**config.mk**
```make
export PLATFORM = sky130hd
export DESIGN_NAME = fbcpu_boot_ctrl
export DESIGN_NICKNAME = d
export VERILOG_FILES = /design/src/rtl/fbcpu_pkg.sv /design/src/rtl/fbcpu_run_timer.sv /design/src/rtl/fbcpu_boot_ctrl.sv
export SDC_FILE = /design/constraint.sdc
export NUM_CORES = 1
export LEC_CHECK = 0
export CORE_UTILIZATION = 40
export CTS_BUF_LIST = sky130_fd_sc_hd__clkbuf_8 sky130_fd_sc_hd__clkbuf_16
export DETAILED_ROUTE_END_ITERATION = 16
export PLACE_DENSITY = 0.84
export SLEW_MARGIN = 40
export SYNTH_ARGS = -nofsm -noshare
export SYNTH_HDL_FRONTEND = slang
export SYNTH_SLANG_ARGS = --single-unit
```
**constraint.sdc**
```tcl
create_clock -name clk -period 5.6 [get_ports clk]
set_input_delay 0.84 -clock clk [delete_from_list [all_inputs] [get_ports clk]]
set_output_delay 0.84 -clock clk [all_outputs]
set_load 0.02 [all_outputs]
```
**src/rtl/fbcpu_pkg.sv**
```systemverilog
// Shared constants for the FBCPU boot controller: default widths and FSM state encoding.
package fbcpu_pkg;

  localparam int ADDRESS_WIDTH_DEF = 6;
  localparam int DATA_WIDTH_DEF    = 10;
  localparam int CYC_W             = 16;

  typedef enum logic [1:0] {
    ST_IDLE = 2'd0,
    ST_LOAD = 2'd1,
    ST_RUN  = 2'd2,
    ST_HALT = 2'd3
  } fsm_state_t;

endpackage

```
**src/rtl/fbcpu_run_timer.sv**
```systemverilog
// Saturating RUN cycle counter with budget compare; expire is combinational from the
// registered count, so it flags the final budgeted cycle in the same cycle.
module fbcpu_run_timer
  import fbcpu_pkg::*;
(
  input  logic             clk,
  input  logic             rst,
  input  logic             clr,
  input  logic             en,
  input  logic [CYC_W-1:0] max_cycles,
  output logic [CYC_W-1:0] run_cycles,
  output logic             expire
);

  localparam logic [CYC_W-1:0] ONE = {{(CYC_W-1){1'b0}}, 1'b1};

  logic [CYC_W-1:0] cnt_q;

  always_ff @(posedge clk) begin
    if (rst || clr) begin
      cnt_q <= '0;
    end else if (en && (cnt_q != '1)) begin
      cnt_q <= cnt_q + ONE;
    end
  end

  // A zero budget means run forever.
  assign expire     = en && (max_cycles != '0) && (cnt_q == (max_cycles - ONE));
  assign run_cycles = cnt_q;

endmodule

```
**src/rtl/fbcpu_boot_ctrl.sv**
```systemverilog
// Boot controller: loads a program into CPU RAM from a valid/ready stream, then releases the CPU.
// RAM port is a combinational mux (loader in LOAD, CPU in RUN); ld_ready is high only in LOAD.
module fbcpu_boot_ctrl
  import fbcpu_pkg::*;
#(
  parameter int ADDRESS_WIDTH = ADDRESS_WIDTH_DEF,
  parameter int DATA_WIDTH    = DATA_WIDTH_DEF
) (
  input  logic                     clk,
  input  logic                     rst,
  input  logic                     start_load,
  input  logic [ADDRESS_WIDTH:0]   ld_len,
  input  logic [CYC_W-1:0]         max_cycles,
  input  logic                     abort,
  input  logic                     ld_valid,
  input  logic [DATA_WIDTH-1:0]    ld_data,
  output logic                     ld_ready,
  input  logic [ADDRESS_WIDTH-1:0] cpu_MAR,
  input  logic                     cpu_RAMWr,
  input  logic [DATA_WIDTH-1:0]    cpu_MDRIn,
  output logic                     cpu_rst,
  output logic [ADDRESS_WIDTH-1:0] ram_addr,
  output logic                     ram_we,
  output logic [DATA_WIDTH-1:0]    ram_wdata,
  output logic [1:0]               state,
  output logic [CYC_W-1:0]         run_cycles,
  output logic                     done,
  output logic                     timeout
);

  localparam int LW = ADDRESS_WIDTH + 1;
  localparam logic [LW-1:0] FULL_LEN = {1'b1, {ADDRESS_WIDTH{1'b0}}};
  localparam logic [LW-1:0] LEN_ONE  = {{ADDRESS_WIDTH{1'b0}}, 1'b1};

  fsm_state_t               st_q, st_d;
  logic [ADDRESS_WIDTH-1:0] cnt_q;
  logic [LW-1:0]            len_q;
  logic [LW-1:0]            len_eff;
  logic                     timeout_q;
  logic                     xfer, last, start_ok;
  logic                     run_en, run_clr, expire;

  // Zero (and anything past the RAM size) means a full RAM, so the address never wraps.
  assign len_eff  = ((ld_len == '0) || (ld_len > FULL_LEN)) ? FULL_LEN : ld_len;
  assign xfer     = (st_q == ST_LOAD) && ld_valid;
  assign last     = xfer && ({1'b0, cnt_q} == (len_q - LEN_ONE));
  assign start_ok = start_load && ((st_q == ST_IDLE) || (st_q == ST_HALT));
  assign run_en   = (st_q == ST_RUN);

  always_comb begin
    st_d      = st_q;
    run_clr   = 1'b0;
    ld_ready  = 1'b0;
    cpu_rst   = 1'b1;
    ram_we    = 1'b0;
    ram_addr  = '0;
    ram_wdata = '0;
    case (st_q)
      ST_IDLE: begin
        if (start_load) st_d = ST_LOAD;
      end
      ST_LOAD: begin
        ld_ready = 1'b1;
        if (xfer) begin
          ram_we    = 1'b1;
          ram_addr  = cnt_q;
          ram_wdata = ld_data;
        end
        // Abort wins over completion, but the final word is still written above.
        if (abort) begin
          st_d = ST_HALT;
        end else if (last) begin
          st_d    = ST_RUN;
          run_clr = 1'b1;
        end
      end
      ST_RUN: begin
        cpu_rst   = 1'b0;
        ram_we    = cpu_RAMWr;
        ram_addr  = cpu_MAR;
        ram_wdata = cpu_MDRIn;
        if (expire || abort) st_d = ST_HALT;
      end
      ST_HALT: begin
        if (start_load) st_d = ST_LOAD;
      end
      default: st_d = ST_IDLE;
    endcase
  end

  always_ff @(posedge clk) begin
    if (rst) begin
      st_q      <= ST_IDLE;
      cnt_q     <= '0;
      len_q     <= '0;
      timeout_q <= 1'b0;
    end else begin
      st_q <= st_d;
      if (start_ok) begin
        cnt_q     <= '0;
        len_q     <= len_eff;
        timeout_q <= 1'b0;
      end else if (xfer) begin
        cnt_q <= cnt_q + 1'b1;
      end
      if (run_en && expire) timeout_q <= 1'b1;
    end
  end

  fbcpu_run_timer u_timer (
    .clk        (clk),
    .rst        (rst),
    .clr        (run_clr),
    .en         (run_en),
    .max_cycles (max_cycles),
    .run_cycles (run_cycles),
    .expire     (expire)
  );

  assign state   = st_q;
  assign done    = (st_q == ST_HALT);
  assign timeout = timeout_q;

endmodule
```
==> results.json, run 1 <==
{
  "outcome": "finished clean",
  "antenna_found_initial": 0,
  "peakVddDrop_uv": 159,
  "clock.fmax_mhz": 272,
  "reg2reg_from": "state[1]",
  "tritoncts": "built",
  "wirelength_um": 6630,
  "drive_gt1_share_pct": 3.63,
  "min_period_over_period_pct": 65.7,
  "clockBufferDepth": 2,
  "r2r_slack_ns": 2.64,
  "internal-power_uw": 566,
  "ios": 94,
  "grt_pass1_vias": 2343,
  "swShare_pct": 39.6,
  "power.density_nw_per_um2": 275,
  "min_period_ns": 3.68,
  "worst_r2r_path_depth": 8,
  "maxCapViolCount": 0,
  "via_per_inst": 5.42,
  "grt_max_degree": 24,
  "cts-resized-gates": 0,
  "place_ws_ns": 1.66,
  "worstSetupStartpointType": "input pin",
  "num_rows": 27,
  "fin_ws_ns": 1.92,
  "path_depth": 9,
  "hpwl_um": 5100,
  "cts_sinks": 32,
  "track_usage_pct": 21.3,
  "clk_latency_ns": 0.28,
  "fin_setup_tns_ns": 0,
  "holdBufCountCts": 0,
  "r2r-end": "state[0]",
  "path_delay_family": "simple AND/OR/NAND/NOR gates",
  "crit_start": "max_cycles[3]",
  "synth_area_per_cell_um2": 7.80,
  "antenna_cells": 0,
  "cp.arrival_ns": 3.85,
  "yosys_register_bits": 32,
  "p_clk_share_pct": 20.4,
  "start_util_pct": 41.9,
  "yosysSeqAreaShare_pct": 27.5,
  "netlist_top_cells_area": "dfxtp_1 27%, xor2_1 9.8%, nor2_1 8.8%, xnor2_1 8.6%, a22oi_1 5.5%",
  "syn_inst": 299,
  "core_area_um2": 5570,
  "synth_ff_type": "dfxtp_1",
  "worstPathMaxFanout": 7,
  "syn_to_final_growth_pct": 46.0,
  "clock-root-buffer": "clkbuf_8",
  "endpoint_kind": "flop",
  "synth_top_area_share_pct": 27.5,
  "whs_ns": 0.508,
  "yosysTopAreaCell": "dfxtp_1",
  "first_pass_iters": 4,
  "pwr-share-comb_pct": 50.3,
  "finalHoldViolations": 0,
  "endpoint": "state[0]",
  "clock_skew_ns": 0.00346,
  "synth.distinct_cells": 50,
  "leakagePower_uw": 0.00121,
  "synth_nets": 362,
  "holdCritPathClass": "flop to flop",
  "synth_most_common_cell": "nor2_1",
  "vias": 2484,
  "dieArea_um2": 6140,
  "crit_chain": "clkdlybuf4s50_1, or4_4, nor4_1, xnor2_1, nand4_2, nor4_2, a211oi_2, a211oi_1, mux2_1",
  "path_buf_inv": 1,
  "worstMarginPinSlew_ns": 0.772,
  "finalSetupViolations": 0,
  "cts_made_buffers": 5,
  "grt_pass1_wl_um": 10500,
  "synth_warnings": 0,
  "final_nets": 449,
  "die_w_um": 78.4,
  "cpMaxStageDelayCell": "or4_4",
  "critPathRequiredTime_ns": 5.77,
  "worst_path_largest_cell_delay_ns": 0.63,
  "synth_area_um2": 2330,
  "postCtsSetupBuffers": 0,
  "rsz0062_at_grt": "false",
  "drt_iter0_drc": 75,
  "path_clk_slew_ns": 0.06,
  "nFillCells": 507,
  "grt_remaining_overflow": 0,
  "drv_slew": 0,
  "ant_nets": 0,
  "synth-edff-count": 0,
  "async_reset_ff_share_pct": 0,
  "relSlewSlack_pct": 48.6,
  "gp_congestion": 0.898,
  "seq_power_share_pct": 29.3,
  "criticalPathCategory": "input pin to flop",
  "p_sw_uw": 372,
  "drt-wirelength-per-cell_um": 14.5,
  "portBuffers": 93,
  "drc": 0,
  "die_h_um": 78.4,
  "synth_commonest_cells": "55 x nor2_1, 32 x dfxtp_1, 26 x xor2_1, 23 x xnor2_1, 19 x nand2_1",
  "cts.htree.levels": 2
}
[worst min-delay path, delay by kind of cell, from the launching register on]
kind             cells  cell delay (ns)
flip-flops           1             0.33
AND/OR/NAND/NOR      1             0.08
AO/OA/AOI/OAI        1             0.07
[metal layers]
| metal | GRT usage, % | share of wire [%] | vias to the layer above |
|---|---|---|---|
| met4 | 8.52 | 1.6 | 0 |
| met5 | 0 | 0 | - |
| li1 | - | - | 1230 |
| met1 | 24.6 | 42 | 1147 |
| met2 | 37.7 | 50 | 95 |
| met3 | 5.00 | 6.1 | 12 |
[logic make-up after synthesis]
kind of cell	share of synthesized area, %
xor+xnor	19.4
buf+inv	3.97
compound gates	16.0
fa+ha+maj	4.29
flops	27.5
simple gates	27.6
mux	1.34
[worst min-delay path by stage]
| stage | cells past startpoint | startpoint | endpoint |
|---|---|---|---|
| after floorplan | 2 | len_q[1] | len_q[1] |
| after global placement | 2 | timeout | timeout |
| after detailed placement | 2 | timeout | timeout |
| after CTS | 2 | len_q[1] | len_q[1] |
| after global routing | 2 | len_q[1] | len_q[1] |
| final | 2 | timeout | timeout |
[power groups by stage]
stage               logic [µW]  registers (µW)  clock network (µW)
floorplan                  276             286                   0
global placement           453             279                   0
detailed placement         466             280                   0
CTS                        469             275                 195
global route               513             278                 205
finish                     472             275                 191
[cell type report]
type	count	area, µm²	area share (%)
clock buffers	7	96.3	2.83
inverters	10	37.5	1.10
multi-input cells	243	1600	47.0
flip-flops and latches	32	641	18.8
well taps	72	90.1	2.64
repair buffers	94	942	27.7
[state kept, by name (all words and copies together), names as in the netlist]
signal	count
cnt_q	6
len_q	7
state	2
timeout	1
u_timer.run_cycles	16
[cells in the final DEF, fill, tap and decap left out, types with 2 or more instances in the layout]
master	synthesis	layout
a211oi_1	2	2
a21boi_0	2	2
a21oi_1	11	11
a22o_1	2	2
a22oi_1	17	17
and3_1	2	2
and4_1	3	3
clkbuf_8	0	7
clkdlybuf4s50_1	0	93
dfxtp_1	32	32
ha_1	8	8
inv_1	10	10
mux2i_1	2	2
nand2_1	19	19
nand3_1	9	9
nand4_1	9	9
nor2_1	55	55
nor2b_1	2	2
nor3_1	10	10
nor3b_1	4	4
nor4_1	6	6
o21ai_0	4	4
o31ai_1	2	2
or3_1	3	3
xnor2_1	23	23
xor2_1	26	26
[stage by stage]
| stage | instance area (µm²) | utilization [%] | total power [µW] | cells |
|---|---|---|---|---|
| global placement | 3300 | 59.2 | 732 | 450 |
| floorplan | 2330 | - | 562 | 299 |
| finish | 3410 | 61.1 | 938 | 458 |
| CTS | 3400 | 60.9 | 938 | 457 |
| global route | 3410 | 61.1 | 996 | 458 |
| detailed placement | 3300 | 59.2 | 746 | 450 |
Power figures use the tool's default switching activity.
==> run 2, diff against run 1 <==
PLACE_DENSITY = 0.87   (was 0.84)
clock period = 3.3 ns   (was 5.6 ns; I/O delays follow)
==> run 2 against run 1 <==
Net effect: non-clock buffer count grew 11; utilization grew 1.5 points; cell area grew 2.5%; clock power grew 58%; combinational power grew 71%; register-to-register slack lost 1.8 ns; global-route usage shrank 0.27 points; first-iteration DRC count grew 69%; via count grew 2.8%; sequential power grew 69%; final cell count grew 2.6%; critical path depth grew 2; critical endpoint unchanged.
==> results.json, run 2 (synthesis results as in run 1) <==
{
  "post-route-util_pct": 62.7,
  "multi_input_area_um2": 1610,
  "gp_congestion": 0.900,
  "peakVddDrop_uv": 268,
  "maxCapViolCount": 0,
  "grt_remaining_overflow": 0,
  "clock-root-buffer": "clkbuf_8",
  "track_usage_pct": 21.1,
  "clock.fmax_mhz": 313,
  "grt_pass1_wl_um": 10500,
  "min_from": "timeout",
  "path_clk_slew_ns": 0.06,
  "wirelength_um": 6740,
  "final_cell_mix": "93 x clkdlybuf4s50_1, 55 x nor2_1, 32 x dfxtp_1",
  "syn_to_final_growth_pct": 49.7,
  "hpwl_um": 5170,
  "min_to": "timeout",
  "seq_area_um2": 641,
  "vias": 2554,
  "largest_register_ffs": 16,
  "worstPathMaxFanout": 6,
  "die_w_um": 78.4,
  "final_common_cell": "clkdlybuf4s50_1",
  "antenna_cells": 0,
  "grt_pass1_vias": 2342,
  "first_pass_iters": 4,
  "drt-wirelength-per-cell_um": 14.3,
  "worstSetupStartpointType": "input pin",
  "relSlewSlack_pct": 55.2,
  "drc": 0,
  "grt_max_degree": 24,
  "holdCritPathClass": "flop to flop",
  "leakagePower_uw": 0.00127,
  "dp_cells": 462,
  "outcome": "finished clean",
  "antenna_found_initial": 0,
  "cts.htree.levels": 2,
  "die_h_um": 78.4,
  "tritoncts": "built",
  "dieArea_um2": 6140,
  "holdBufCountCts": 0,
  "power.density_nw_per_um2": 451,
  "start_util_pct": 41.9,
  "fin_cells": 470,
  "finalHoldViolations": 0,
  "nFillCells": 479,
  "reg2reg_from": "u_timer.run_cycles[2]",
  "r2r-end": "state[0]",
  "drt_iter0_drc": 127,
  "cp.arrival_ns": 3.36,
  "fin_setup_tns_ns": 0,
  "worst_r2r_path_depth": 8,
  "ios": 94,
  "drv_slew": 0,
  "portBuffers": 93,
  "critPathRequiredTime_ns": 3.47,
  "min_period_ns": 3.19,
  "cts_made_buffers": 5,
  "finalSetupViolations": 0,
  "clock_skew_ns": 0.00249,
  "min_period_over_period_pct": 96.8,
  "drive_gt1_share_pct": 6.53,
  "clockBufferDepth": 2,
  "endpoint_kind": "flop",
  "core_area_um2": 5570,
  "worstMarginPinSlew_ns": 0.672,
  "ant_nets": 0,
  "via_per_inst": 5.43,
  "cts_sinks": 32,
  "hold_depth": 2,
  "clk_latency_ns": 0.28,
  "whs_ns": 0.513,
  "criticalPathCategory": "input pin to flop",
  "num_rows": 27,
  "final_nets": 460,
  "r2r_slack_ns": 0.80
}
[run 2: per-stage QoR]
| stage | cell area (µm²) | total power [µW] | setup slack [ns] |
|---|---|---|---|
| after floorplan | 2330 | 953 | 0.533 |
| after global placement | 3390 | 1270 | -0.0349 |
| after detailed placement | 3390 | 1280 | -0.118 |
| after CTS | 3480 | 1590 | 0.176 |
| after global routing | 3490 | 1680 | -0.123 |
| final | 3490 | 1580 | 0.105 |
[run 2: timing repair]
action,4_1_cts,5_1_grt
endpoints found under the setup margin,0,1
buffers inserted,0,0
gates resized for setup,0,2
[run 2: metal layers]
metal  part of all wire, %  up-vias  global-route usage (%)  wire (µm)
li1                      -     1253                       -          -
met1                    42     1187                    24.9       2810
met2                    50      100                    38.2       3400
met3                   5.9       14                    4.42        395
met4                   1.9        0                    5.37        129
met5                     0        -                       0          0
[run 2: worst max-delay path by stage]
stage | cells after the start | start | to | slack (ns)
2_1_floorplan | 8 | max_cycles[3] | state[0] | 0.53
3_3_place_gp | 9 | max_cycles[3] | state[0] | -0.03
3_5_place_dp | 9 | max_cycles[3] | state[0] | -0.12
4_1_cts | 9 | max_cycles[3] | state[0] | 0.18
5_1_grt | 11 | max_cycles[0] | state[0] | -0.12
6_report | 11 | max_cycles[0] | state[0] | 0.11
[run 2: worst max-delay path, stage by stage]
cell	delay [ns]
clkdlybuf4s50_1	0.48
inv_1	0.09
ha_1	0.19
nor2b_1	0.47
nand4_1	0.23
nor2_1	0.14
a21boi_0	0.12
nor4_2	0.40
a211oi_2	0.15
a211oi_1	0.25
mux2_1	0.35
[run 2: layout make-up]
class,count,share of cell area [%]
clock buffers,6,2.36
clock inverters,2,0.215
inverters,10,1.07
multi-input cells,243,46.2
flip-flops and latches,32,18.3
well taps,72,2.58
repair buffers,105,29.2
[run 2: power breakdown]
| part | switching, µW | leakage (µW) | internal (µW) |
|---|---|---|---|
| clock | 138 | 0.0000538 | 164 |
| combinational | 442 | 0.000961 | 366 |
| sequential | 45.9 | 0.000259 | 421 |
